File: config.mk
export PLATFORM = sky130hd
export DESIGN_NAME = l2_req_arbiter_flat
export DESIGN_NICKNAME = d
export VERILOG_FILES = /design/src/rtl/l2_req_arbiter_if.sv /design/src/rtl/l2_req_arbiter.sv /design/src/flat_wrapper.sv
export SDC_FILE = /design/constraint.sdc
export NUM_CORES = 1
export LEC_CHECK = 0
export ABC_CLOCK_PERIOD_IN_PS = 2700
export CAP_MARGIN = 15
export CORE_MARGIN = 3
export CORE_UTILIZATION = 40
export DETAILED_ROUTE_END_ITERATION = 16
export PLACE_DENSITY_LB_ADDON = 0.25
export SYNTH_ARGS = -nofsm -noshare
export SYNTH_HDL_FRONTEND = slang
export SYNTH_SLANG_ARGS = --single-unit
File: constraint.sdc
create_clock -name clock -period 2.7 [get_ports clock]
set_input_delay 0.27 -clock clock [delete_from_list [all_inputs] [get_ports clock]]
set_output_delay 0.27 -clock clock [all_outputs]
set_load 0.01 [all_outputs]
File: src/rtl/l2_req_arbiter_if.sv
// L2 request/response channel between the L1 request arbiter and the L2.
// master = arbiter side, slave = L2 side.
interface l2_req_arbiter_if #(
  parameter int WIDTH = 32,
  parameter int TIDW  = 2
);
  logic             l2_req_valid;
  logic             l2_req_ready;
  logic [WIDTH-1:0] l2_req_addr;
  logic [TIDW-1:0]  l2_req_tid;
  logic             l2_req_spec;
  logic             l2_valid_rsp;
  logic [TIDW-1:0]  l2_tid;

  modport master (
    output l2_req_valid, l2_req_addr, l2_req_tid, l2_req_spec,
    input  l2_req_ready, l2_valid_rsp, l2_tid
  );

  modport slave (
    input  l2_req_valid, l2_req_addr, l2_req_tid, l2_req_spec,
    output l2_req_ready, l2_valid_rsp, l2_tid
  );
endinterface

File: src/rtl/l2_req_arbiter.sv
// Shares the single L2 request port among the per-thread L1 I-caches.
// Class priority branch > refill > prefetch, round-robin within a class,
// one request outstanding, watchdog on the tagged response.
module l2_req_arbiter #(
  parameter int NTHR     = 4,
  parameter int WIDTH    = 32,
  parameter int MAX_WAIT = 64
) (
  input  logic                  clock,
  input  logic                  reset,
  input  logic [NTHR-1:0]       br_req,
  input  logic [NTHR-1:0]       req_refill,
  input  logic [NTHR-1:0]       req_spec,
  input  logic [NTHR*WIDTH-1:0] req_addr,
  l2_req_arbiter_if.master      l2,
  output logic                  busy,
  output logic                  timeout_err
);
  localparam int TIDW = (NTHR > 1) ? $clog2(NTHR) : 1;
  localparam int CW   = $clog2(MAX_WAIT);
  localparam int LW   = WIDTH - 4;

  typedef enum logic [1:0] {IDLE, ISSUE, WAIT} state_t;

  state_t                       state, state_n;
  logic   [TIDW-1:0]            rr_ptr;
  logic   [CW-1:0]              wait_cnt;
  logic   [TIDW-1:0]            tid_q;
  logic   [WIDTH-1:0]           addr_q;
  logic                         spec_q;
  logic                         valid_q;
  logic                         busy_q;
  logic                         tmo_q;

  logic [NTHR-1:0][WIDTH-1:0]   dem_addr;
  logic [NTHR-1:0][WIDTH-1:0]   spc_addr;
  logic [NTHR-1:0]              cls_vec;
  logic                         pick_spec;
  logic [TIDW-1:0]              pick_tid;
  logic [TIDW-1:0]              scan_idx;
  logic                         found;
  logic                         any_req;
  logic                         rsp_hit;
  logic                         expire;

  // Line addresses per thread; prefetch targets the next line, wrapping
  // within the line-index field so nothing carries out of the address.
  for (genvar t = 0; t < NTHR; t++) begin : g_thr
    logic [LW-1:0] line;
    assign line        = req_addr[t*WIDTH+4 +: LW];
    assign dem_addr[t] = {line, 4'b0};
    assign spc_addr[t] = {LW'(line + 1'b1), 4'b0};
  end

  // Offset bits inside a line never reach the L2.
  logic unused_addr_lo;
  always_comb begin
    unused_addr_lo = 1'b0;
    for (int t = 0; t < NTHR; t++) unused_addr_lo ^= ^req_addr[t*WIDTH +: 4];
  end

  assign any_req = |(br_req | req_refill | req_spec);

  // Winner: highest non-empty class, then first set bit from rr_ptr upward.
  // A thread with branch and refill both set is just one branch request.
  always_comb begin
    pick_spec = 1'b0;
    cls_vec   = br_req;
    if (|br_req)          cls_vec = br_req;
    else if (|req_refill) cls_vec = req_refill;
    else begin
      cls_vec   = req_spec;
      pick_spec = 1'b1;
    end
    pick_tid = '0;
    scan_idx = '0;
    found    = 1'b0;
    for (int i = 0; i < NTHR; i++) begin
      scan_idx = rr_ptr + TIDW'(i);
      if (!found && cls_vec[scan_idx]) begin
        found    = 1'b1;
        pick_tid = scan_idx;
      end
    end
  end

  // Responses only count in WAIT, so one arriving with the handshake is dropped.
  assign rsp_hit = (state == WAIT) && l2.l2_valid_rsp && (l2.l2_tid == tid_q);
  assign expire  = (state == WAIT) && (wait_cnt == CW'(MAX_WAIT - 1));

  // Next-state logic.
  always_comb begin
    state_n = state;
    case (state)
      IDLE:    if (any_req) state_n = ISSUE;
      ISSUE:   if (l2.l2_req_ready) state_n = WAIT;
      WAIT:    if (rsp_hit || expire) state_n = IDLE;
      default: state_n = IDLE;
    endcase
  end

  // State register plus outputs registered alongside it.
  always_ff @(posedge clock or negedge reset) begin
    if (!reset) begin
      state   <= IDLE;
      valid_q <= 1'b0;
      busy_q  <= 1'b0;
    end else begin
      state   <= state_n;
      valid_q <= (state_n == ISSUE);
      busy_q  <= (state_n != IDLE);
    end
  end

  // Winner latch, wait counter, round-robin pointer and sticky timeout.
  always_ff @(posedge clock or negedge reset) begin
    if (!reset) begin
      tid_q    <= '0;
      addr_q   <= '0;
      spec_q   <= 1'b0;
      wait_cnt <= '0;
      rr_ptr   <= '0;
      tmo_q    <= 1'b0;
    end else begin
      if (state == IDLE && any_req) begin
        tid_q  <= pick_tid;
        addr_q <= pick_spec ? spc_addr[pick_tid] : dem_addr[pick_tid];
        spec_q <= pick_spec;
      end
      wait_cnt <= (state == WAIT) ? wait_cnt + 1'b1 : '0;
      if (rsp_hit || expire) rr_ptr <= tid_q + 1'b1;
      if (expire && !rsp_hit) tmo_q <= 1'b1;
    end
  end

  assign l2.l2_req_valid = valid_q;
  assign l2.l2_req_addr  = addr_q;
  assign l2.l2_req_tid   = tid_q;
  assign l2.l2_req_spec  = spec_q;
  assign busy            = busy_q;
  assign timeout_err     = tmo_q;
endmodule

File: src/flat_wrapper.sv
// flat-port wrapper written by rule: the top's interface ports become plain ports
module l2_req_arbiter_flat 
#(
  parameter int NTHR     = 4,
  parameter int WIDTH    = 32,
  parameter int MAX_WAIT = 64
)
  (clock, reset, br_req, req_refill, req_spec, req_addr, busy, timeout_err, l2_l2_req_valid, l2_l2_req_addr, l2_l2_req_tid, l2_l2_req_spec, l2_l2_req_ready, l2_l2_valid_rsp, l2_l2_tid);
  l2_req_arbiter_if #(.WIDTH(WIDTH), .TIDW(2)) l2_i ();
  input  logic clock;
  input  logic reset;
  input  logic [NTHR-1:0] br_req;
  input  logic [NTHR-1:0] req_refill;
  input  logic [NTHR-1:0] req_spec;
  input  logic [NTHR*WIDTH-1:0] req_addr;
  output logic busy;
  output logic timeout_err;
  output wire logic [$bits(l2_i.l2_req_valid)-1:0] l2_l2_req_valid;
  output wire logic [$bits(l2_i.l2_req_addr)-1:0] l2_l2_req_addr;
  output wire logic [$bits(l2_i.l2_req_tid)-1:0] l2_l2_req_tid;
  output wire logic [$bits(l2_i.l2_req_spec)-1:0] l2_l2_req_spec;
  input wire logic [$bits(l2_i.l2_req_ready)-1:0] l2_l2_req_ready;
  input wire logic [$bits(l2_i.l2_valid_rsp)-1:0] l2_l2_valid_rsp;
  input wire logic [$bits(l2_i.l2_tid)-1:0] l2_l2_tid;
  assign l2_l2_req_valid = l2_i.l2_req_valid;
  assign l2_l2_req_addr = l2_i.l2_req_addr;
  assign l2_l2_req_tid = l2_i.l2_req_tid;
  assign l2_l2_req_spec = l2_i.l2_req_spec;
  assign l2_i.l2_req_ready = l2_l2_req_ready;
  assign l2_i.l2_valid_rsp = l2_l2_valid_rsp;
  assign l2_i.l2_tid = l2_l2_tid;
  l2_req_arbiter #(.NTHR(NTHR), .WIDTH(WIDTH), .MAX_WAIT(MAX_WAIT)) u_core (.clock(clock), .reset(reset), .br_req(br_req), .req_refill(req_refill), .req_spec(req_spec), .req_addr(req_addr), .l2(l2_i), .busy(busy), .timeout_err(timeout_err));
endmodule
Word level (Yosys, flattened, before mapping)
Index checks and enable logic that the tools add are counted.

Reductions and logical operators: 18. $add $sub $neg: 9. $lt $le $gt $ge: 5. Bitwise operators: 2. Muxes and demuxes: 29. Equality and inequality tests: 5.

Operators by type and width (count): $bmux 32 s2 (2); $add 28x1->28 const B (4); $mux 32 (3); $lt 2x3->1 const B (5); $mux 2 (7); $reduce_or 4->1 (3); $mux 1 (9); $bmux 1 s2 (4); $logic_and 1x1->1 (8); $mux 4 (2); $or 4x4->4 (2); $add 6x1->6 const B (1); $eq 6x6->1 const B (1); $mux 6 (1); $pmux 2 s3 (1); $add 2x1->2 const B (2); $add 2x2->2 const B (2); $eq 2x1->1 const B (2); $logic_not 1->1 (4); $eq 2x2->1 (1); $eq 2x2->1 const B (1); $logic_not 2->1 (1); $reduce_bool 2->1 (1); $logic_or 1x1->1 (1).

Bits of input ports: 146. Register bits: 48. Logic and storage cells: 77.

Depth between registers and ports, before layout
Gate-level depths: netlist of run 1.

Depth in word-level cells: 18. Depth in mapped cells: 12. Gate-level depth less buffers: 8.

Least setup slack after synthesis of run 1
No wires, ideal clock.

Kind: input port to flip-flop. Start: input br_req[0]. End: register u_core.addr_q[10] (netlist: u_core.l2.l2_req_addr[10]). Path slack: 0.103 ns. Arrival: 2.485 ns. Stages: 10. Path through: or4_4 a22o_1 o22a_1 buf_4 and2_4 buf_6 buf_6 mux2i_1 mux2_2 a2111oi_2.

Cells in the longest elaborated chain, start to end: 17. Elaborated cells between the ends (all ways): 33. Those cells by class: mux: 22; bitwise: 2; reduce/logical: 9.

Ends and longest elaborated chain: start: declaration (RTL line flat_wrapper.sv:12) `input logic [NTHR-1:0] br_req;`; $reduce_or 4->1 (RTL line l2_req_arbiter.sv:69) `if (|br_req) cls_vec = br_req;`; $mux 4 (RTL line l2_req_arbiter.sv:69); $bmux 1 s2 (RTL line l2_req_arbiter.sv:80) `if (!found && cls_vec[scan_idx]) begin`; $mux 1 (implied by the code) (RTL line l2_req_arbiter.sv:80); $mux 1 (RTL line l2_req_arbiter.sv:80); $logic_not 1->1 (RTL line l2_req_arbiter.sv:80); $logic_and 1x1->1 (RTL line l2_req_arbiter.sv:80); $mux 1 (RTL line l2_req_arbiter.sv:80); $logic_not 1->1 (RTL line l2_req_arbiter.sv:80); $logic_and 1x1->1 (RTL line l2_req_arbiter.sv:80); $mux 1 (RTL line l2_req_arbiter.sv:80); $logic_not 1->1 (RTL line l2_req_arbiter.sv:80); $logic_and 1x1->1 (RTL line l2_req_arbiter.sv:80); $mux 2 (RTL line l2_req_arbiter.sv:80); $bmux 32 s2 (RTL line l2_req_arbiter.sv:127) `addr_q <= pick_spec ? spc_addr[pick_tid] : dem_addr[pick_tid];`; $mux 32 (implied by the code) (RTL line l2_req_arbiter.sv:127); $mux 32 (RTL line l2_req_arbiter.sv:127); end signal: assignment (RTL line l2_req_arbiter.sv:127); end: declaration (RTL line l2_req_arbiter.sv:29) `logic [WIDTH-1:0] addr_q;`.

Parallel ways exist; a longest one is shown, timed or not. The select of a mux whose other input is x is not followed. A chain may end at the register's enable or synchronous reset.

Final worst setup path of run 1
Start: input req_spec[2]. End: register u_core.addr_q[4] (netlist: u_core.l2.l2_req_addr[4]).

Cells in the longest elaborated chain, start to end: 17. Elaborated cells between the ends (all ways): 31. Those cells by class: mux: 22; bitwise: 1; reduce/logical: 8.

Ends and longest elaborated chain: start: declaration (RTL line flat_wrapper.sv:14) `input logic [NTHR-1:0] req_spec;`; $mux 4 (RTL line l2_req_arbiter.sv:70) `else if (|req_refill) cls_vec = req_refill;`; $mux 4 (RTL line l2_req_arbiter.sv:69); $bmux 1 s2 (RTL line l2_req_arbiter.sv:80); $mux 1 (implied by the code) (RTL line l2_req_arbiter.sv:80); $mux 1 (RTL line l2_req_arbiter.sv:80); $logic_not 1->1 (RTL line l2_req_arbiter.sv:80); $logic_and 1x1->1 (RTL line l2_req_arbiter.sv:80); $mux 1 (RTL line l2_req_arbiter.sv:80); $logic_not 1->1 (RTL line l2_req_arbiter.sv:80); $logic_and 1x1->1 (RTL line l2_req_arbiter.sv:80); $mux 1 (RTL line l2_req_arbiter.sv:80); $logic_not 1->1 (RTL line l2_req_arbiter.sv:80); $logic_and 1x1->1 (RTL line l2_req_arbiter.sv:80); $mux 2 (RTL line l2_req_arbiter.sv:80); $bmux 32 s2 (RTL line l2_req_arbiter.sv:127); $mux 32 (implied by the code) (RTL line l2_req_arbiter.sv:127); $mux 32 (RTL line l2_req_arbiter.sv:127).

Parallel ways exist; a longest one is shown, timed or not. The select of a mux whose other input is x is not followed.

==> flow_summary.toml, run 1 <==
[detailed_routing]
drt_iter0_drc = 650
route.detailed.drc = 0
vias = 6974
wl_per_cell_um = 20.2
routed_wl_mm = 24.1
ant_nets = 0
first_pass_iters = 5
routed_via_density = 5.84

[placement]
placed_area_um2 = 8620
gp_congestion = 0.974
dp.cells = 1179
hpwl_mm = 19.2
port_buffers = 163

[synthesis]
synth_top_area_share_pct = 19.3
synth_cell_type_count = 65
yosys-top-cells-area = "dfrtp_1 19%, mux2i_1 11%, xnor2_1 11%, xor2_1 6.1%, nand3_1 4.4%"
synth_edf_count = 0
netlist_area_um2 = 5720
syn_area_per_cell_um2 = 8.06
synth-seq-cells = 44
syn_inst = 710
yosysTopAreaCell = "dfrtp_1"
synth_warnings = 0
synth_top_flop_cell = "dfrtp_1"
async_flop_share_pct = 100
ys_seq_area_share_pct = 19.3

[worst_setup_path]
path_delay_family = "compound AO/OA/AOI/OAI gates"
worstPathCellList = "clkdlybuf4s50_1 -> nor4b_4 -> o22ai_2 -> o311ai_4 -> and2_4 -> clkbuf_16 -> mux2i_1 -> mux2i_1 -> a211o_1"
crit_top_cell = "mux2i_1"
cp_slowest_stage_delay_ns = 0.50
worstSetupEndpointType = "flip-flop"
slowest_stage = "clkdlybuf4s50_1"
start_kind = "primary input"
required_ns = 2.88
crit_path_max_fanout = 8
critPathBufInv = 2
worstSetupPathType = "primary input to flip-flop"
arrival_ns = 2.75

[floorplanning]
die_x_um = 126
die_area_um2 = 15800
rows = 43
die_height_um = 126
initial_core_util_pct = 41.0
ios = 184
coreArea_um2 = 13900

[timing]
holdWs_ns = 0.463
clock.fmax_mhz = 388
worst_pin_slew_ns = 0.702
slew_headroom_pct = 52.8
rsz0062_at_grt = "false"
period_minus_slack_ns = 2.58
period_share_pct = 95.4
hold_viol = 0
drv_slew = 0
setup_viol = 0
finClkSkew_ns = 0.0103

[cells_and_area]
area_growth_pct = 58.6
final_layout_size_suffix_gt1_share_pct = 23.2
insertedDiodeCount = 0
nFillCells = 1238
layout_common_cells = "153 x buf_4, 152 x clkdlybuf4s50_1, 70 x xnor2_1"
final_cell_area_um2 = 9070
layout.nets = 1165
final_cells = 1195
post-route-util_pct = 65.1
layout_commonest_cell = "buf_4"

[global_routing]
antenna_found_initial = 0
grt_max_degree = 25
grt_pass1_vias = 6560
grt_usage_pct = 28.7
grt_pass1_wl_mm = 36.2
overflow = 0

[status]
outcome = "completed"

[clocking]
worst_skew_pair.late_latency_ns = 0.30
cts.sinks = 44
clkTransAtPathRegs_ns = 0.06
root_buffer = "clkbuf_16"
cts_buffer_depth = 2
h-tree-depth = 2
cts_tree = "done"
cts_made_buffers = 5

[power]
p_leak_nw = 3.85
powerDensity_nw_per_um2 = 641
ir_drop_mv = 0.278

[flow_run]
maxCapViolations = 0

[worst_hold_path]
worstHoldPathType = "flip-flop to flip-flop"
-- timing repair --
item                                    4_1_cts  5_1_grt
gates cloned                                  0        3
gates resized for setup                       9       37
pin swaps                                     2        9
hold buffers                                  1        0
endpoints found under the setup margin       13       28
endpoints found under the hold margin        20        0
buffers inserted                              1        3
-- path summary, 6_finish.rpt --
check                                                     from                               endpoint  slack, ns  depth (start not counted)
worst min-delay path            u_core.timeout_err$_DFFE_PN0P_         u_core.timeout_err$_DFFE_PN0P_       0.46                          1
worst max-delay path                               req_spec[2]   u_core.l2.l2_req_addr[4]$_DFFE_PN0P_       0.12                          9
max in group asynchronous                                reset    u_core.l2.l2_req_tid[0]$_DFFE_PN0P_       1.40                          3
worst max register to register    u_core.rr_ptr[1]$_DFFE_PN0P_   u_core.l2.l2_req_addr[4]$_DFFE_PN0P_       0.37                          7
min in group asynchronous                                reset  u_core.l2.l2_req_addr[27]$_DFFE_PN0P_       0.53                          2
worst min register to register  u_core.timeout_err$_DFFE_PN0P_         u_core.timeout_err$_DFFE_PN0P_       0.46                          1
-- layout make-up --
cell class              count  area [µm²]  share of cell area [%]
multi-input cells         619        4500                    49.6
inverters                  11        41.3                   0.455
flip-flops and latches     44        1100                    12.1
well taps                 180         225                    2.48
clock inverters             3        21.3                   0.234
clock buffers               5         125                    1.38
repair buffers            333        3050                    33.7
-- through the flow --
step | power, W | setup TNS, ns | setup slack [ns]
2_1_floorplan | 0.00302 | 0 | 0.103
3_3_place_gp | 0.00479 | -7.38 | -0.350
3_5_place_dp | 0.00482 | -8.14 | -0.350
4_1_cts | 0.00551 | 0 | 0.00193
5_1_grt | 0.00610 | 0 | 0.0174
6_report | 0.00582 | 0 | 0.124
-- cells in the mapped netlist, types with 8 or more instances --
library cell  number
a21o_1            12
nor3_1            18
nor4_1            15
a211oi_1          10
clkbuf_1          17
o21ai_0           13
dfrtp_1           44
xor2_1            40
mux2_2            15
buf_4              8
a21oi_1           15
nand3_1           50
mux2i_1           63
o211ai_1          10
a221oi_1           8
o22ai_1           14
a221o_1            8
nand4_1           28
and3_1            30
inv_1             11
xnor2_1           70
nand2_1           63
nor2_1            52
-- report_power, final --
group	internal, W	switching, W
clock	0.000346	0.000303
sequential	0.000942	0.000250
combinational	0.00209	0.00189
total	0.00338	0.00244
-- state kept, by name, summed over array words and instances, names as in the netlist --
signal,count
u_core.wait_cnt,6
u_core.rr_ptr,2
u_core.state,2
u_core.l2.l2_req_valid,1
u_core.l2.l2_req_tid,2
u_core.l2.l2_req_addr,28
u_core.timeout_err,1
u_core.busy,1
u_core.l2.l2_req_spec,1
-- cells by family (layout without fill, tap and decap cells) --
kind of cell    after synthesis  after routing  share of synthesized area, %
flops                        44             44                          19.3
simple gates                293            293                          26.6
xor+xnor                    110            110                          16.8
other cells                   1              4                        0.0656
mux                          80             80                          14.5
fa+ha+maj                     5              5                          1.09
compound gates              127            127                          16.8
buf+inv                      50            352                          4.86
-- per-layer routing --
metal	GRT usage [%]	part of all wire, %	vias up
met3	7.65	11	43
met1	40.0	42	3257
met5	0	0	-
li1	-	-	3264
met2	44.4	45	410
met4	7.27	2.4	0
Power figures use the tool's default switching activity.
==> run 2, diff against run 1 <==
--- a/config.mk
+++ b/config.mk
@@ -7,8 +7,10 @@
 export LEC_CHECK = 0
 export ABC_CLOCK_PERIOD_IN_PS = 2700
 export CAP_MARGIN = 15
+export CELL_PAD_IN_SITES_DETAIL_PLACEMENT = 1
+export CELL_PAD_IN_SITES_GLOBAL_PLACEMENT = 1
 export CORE_MARGIN = 3
-export CORE_UTILIZATION = 40
+export CORE_UTILIZATION = 34
 export DETAILED_ROUTE_END_ITERATION = 16
 export PLACE_DENSITY_LB_ADDON = 0.25
 export SYNTH_ARGS = -nofsm -noshare
==> flow_summary.toml, run 2 (synthesized netlist as in run 1, its figures left out) <==
[cells_and_area]
multi_input_area_um2 = 4550
insertedDiodeCount = 0
post-route-util_pct = 57.4
layout.nets = 1177
area_growth_pct = 62.4
final_layout_size_suffix_gt1_share_pct = 24.2
layout_common_cells = "167 x buf_4, 153 x clkdlybuf4s50_1, 70 x xnor2_1"
layout_commonest_cell = "buf_4"
final_cells = 1243
largest_register_ffs = 28
nFillCells = 1934
register_area_um2 = 1100

[timing]
fin_setup_tns_ns = 0
clock.fmax_mhz = 375
worst_pin_slew_ns = 0.850
period_share_pct = 98.7
slew_headroom_pct = 43.4
rsz0062_at_grt = "true"
hold_viol = 0
period_minus_slack_ns = 2.67
setup_viol = 0
holdWs_ns = 0.0870
finClkSkew_ns = 0.0113
drv_slew = 0

[global_routing]
grt_pass1_vias = 7467
use_met2_pct = 50.2
antenna_found_initial = 0
overflow = 0
grt_max_degree = 34
grtUsageMet3_pct = 5.53
grt_usage_pct = 30.6
grt_pass1_wl_mm = 43.6
use_met1_pct = 42.1
top_usage_layer = "met2"

[detailed_routing]
route.detailed.drc = 0
routed_via_density = 5.74
vias = 7141
ant_nets = 0
drt_iter0_drc = 609
first_pass_iters = 6
wl_per_cell_um = 23.4
routed_wl_mm = 29.1

[status]
outcome = "completed"

[floorplanning]
rows = 46
ios = 184
coreArea_um2 = 16200
initial_core_util_pct = 35.4
die_height_um = 136
die_x_um = 136
die_area_um2 = 18400

[placement]
port_buffers = 163
dp.cells = 1222
hpwl_mm = 23.1
gp_congestion = 1.00

[worst_setup_path]
required_ns = 2.89
worstSetupPathType = "primary input to flip-flop"
cp_slowest_stage_delay_ns = 0.49
worstPathCellList = "clkdlybuf4s50_1 -> or4b_4 -> a22o_4 -> a21o_1 -> o22a_4 -> buf_2 -> nor2_2 -> buf_4 -> a221oi_1 -> a211oi_1"
arrival_ns = 2.86
start_kind = "primary input"
reg2reg_setup_slack_ns = 0.37
slowest_stage = "clkdlybuf4s50_1"
worstSetupEndpointType = "flip-flop"
crit_path_max_fanout = 7

[power]
ir_drop_mv = 0.333
p_leak_nw = 3.92
powerDensity_nw_per_um2 = 655

[clocking]
cts_buffer_depth = 2
root_buffer = "clkbuf_16"
worst_skew_pair.late_latency_ns = 0.30
h-tree-depth = 2
cts_made_buffers = 5
cts.sinks = 44
clkTransAtPathRegs_ns = 0.07
cts_tree = "done"

[worst_hold_path]
worstHoldPathType = "primary input to async pin"

[flow_run]
maxCapViolations = 0
run 2: cell types whose count changed in the layout (fill, tap and decap cells not counted), moves of 4 or more:
| cell | delta |
|---|---|
| buf_4 | +14 |
| buf_6 | -6 |
| dlymetal6s2s_1 | -6 |
| dlygate4sd2_1 | +5 |
| bufbuf_16 | +4 |
| mux2i_4 | +4 |
run 2: report_power, final:
part	internal [W]	switching, W	total [W]
logic	0.00220	0.00201	0.00421
clock network	0.000371	0.000293	0.000665
registers	0.000943	0.000275	0.00122
total	0.00351	0.00258	0.00609
run 2: worst paths after layout:
path | from | to | cells after the start
max in group asynchronous | reset | u_core.l2.l2_req_addr[7]$_DFFE_PN0P_ | 2
min in group clock | u_core.timeout_err$_DFFE_PN0P_ | u_core.timeout_err$_DFFE_PN0P_ | 1
min reg2reg | u_core.timeout_err$_DFFE_PN0P_ | u_core.timeout_err$_DFFE_PN0P_ | 1
max reg2reg | u_core.rr_ptr[1]$_DFFE_PN0P_ | u_core.l2.l2_req_addr[5]$_DFFE_PN0P_ | 8
min | reset | u_core.rr_ptr[1]$_DFFE_PN0P_ | 1
max | req_spec[3] | u_core.l2.l2_req_addr[17]$_DFFE_PN0P_ | 10
run 2: cell type report:
type                    count  area share (%)
flip-flops and latches     44            11.9
inverters                  11           0.445
well taps                 216            2.91
clock inverters             2           0.148
multi-input cells         620            48.9
clock buffers               6            1.50
repair buffers            344            34.2
run 2: worst max-delay path, delay by kind of cell:
kind                   cells  cell delay [ns]
AO/OA/AOI/OAI              5             1.10
AND/OR/NAND/NOR            2             0.63
buffers and inverters      3             0.87
run 2: what timing repair did:
action | 4_1_cts | 5_1_grt
setup endpoints to repair | 27 | 26
pin swaps | 7 | 6
buffers inserted | 9 | 0
gates resized for setup | 34 | 14
cloned | 6 | 0
hold buffers | 0 | 0
hold endpoints to repair | 0 | 0
run 2: per-layer routing:
metal	routed length, µm	vias up	part of all wire, %
met1	12800	3510	44
met5	0	-	0
li1	-	3275	-
met3	2320	38	8.0
met2	13400	318	46
met4	530	0	1.8
run 2: stage by stage:
stage	power [W]	setup WS [ns]	area, µm²
2_1_floorplan	0.00302	0.103	5730
5_1_grt	0.00638	-0.0397	9290
3_5_place_dp	0.00490	-0.481	8720
4_1_cts	0.00593	0.00507	9210
6_report	0.00609	0.0350	9290
3_3_place_gp	0.00478	-0.358	8720
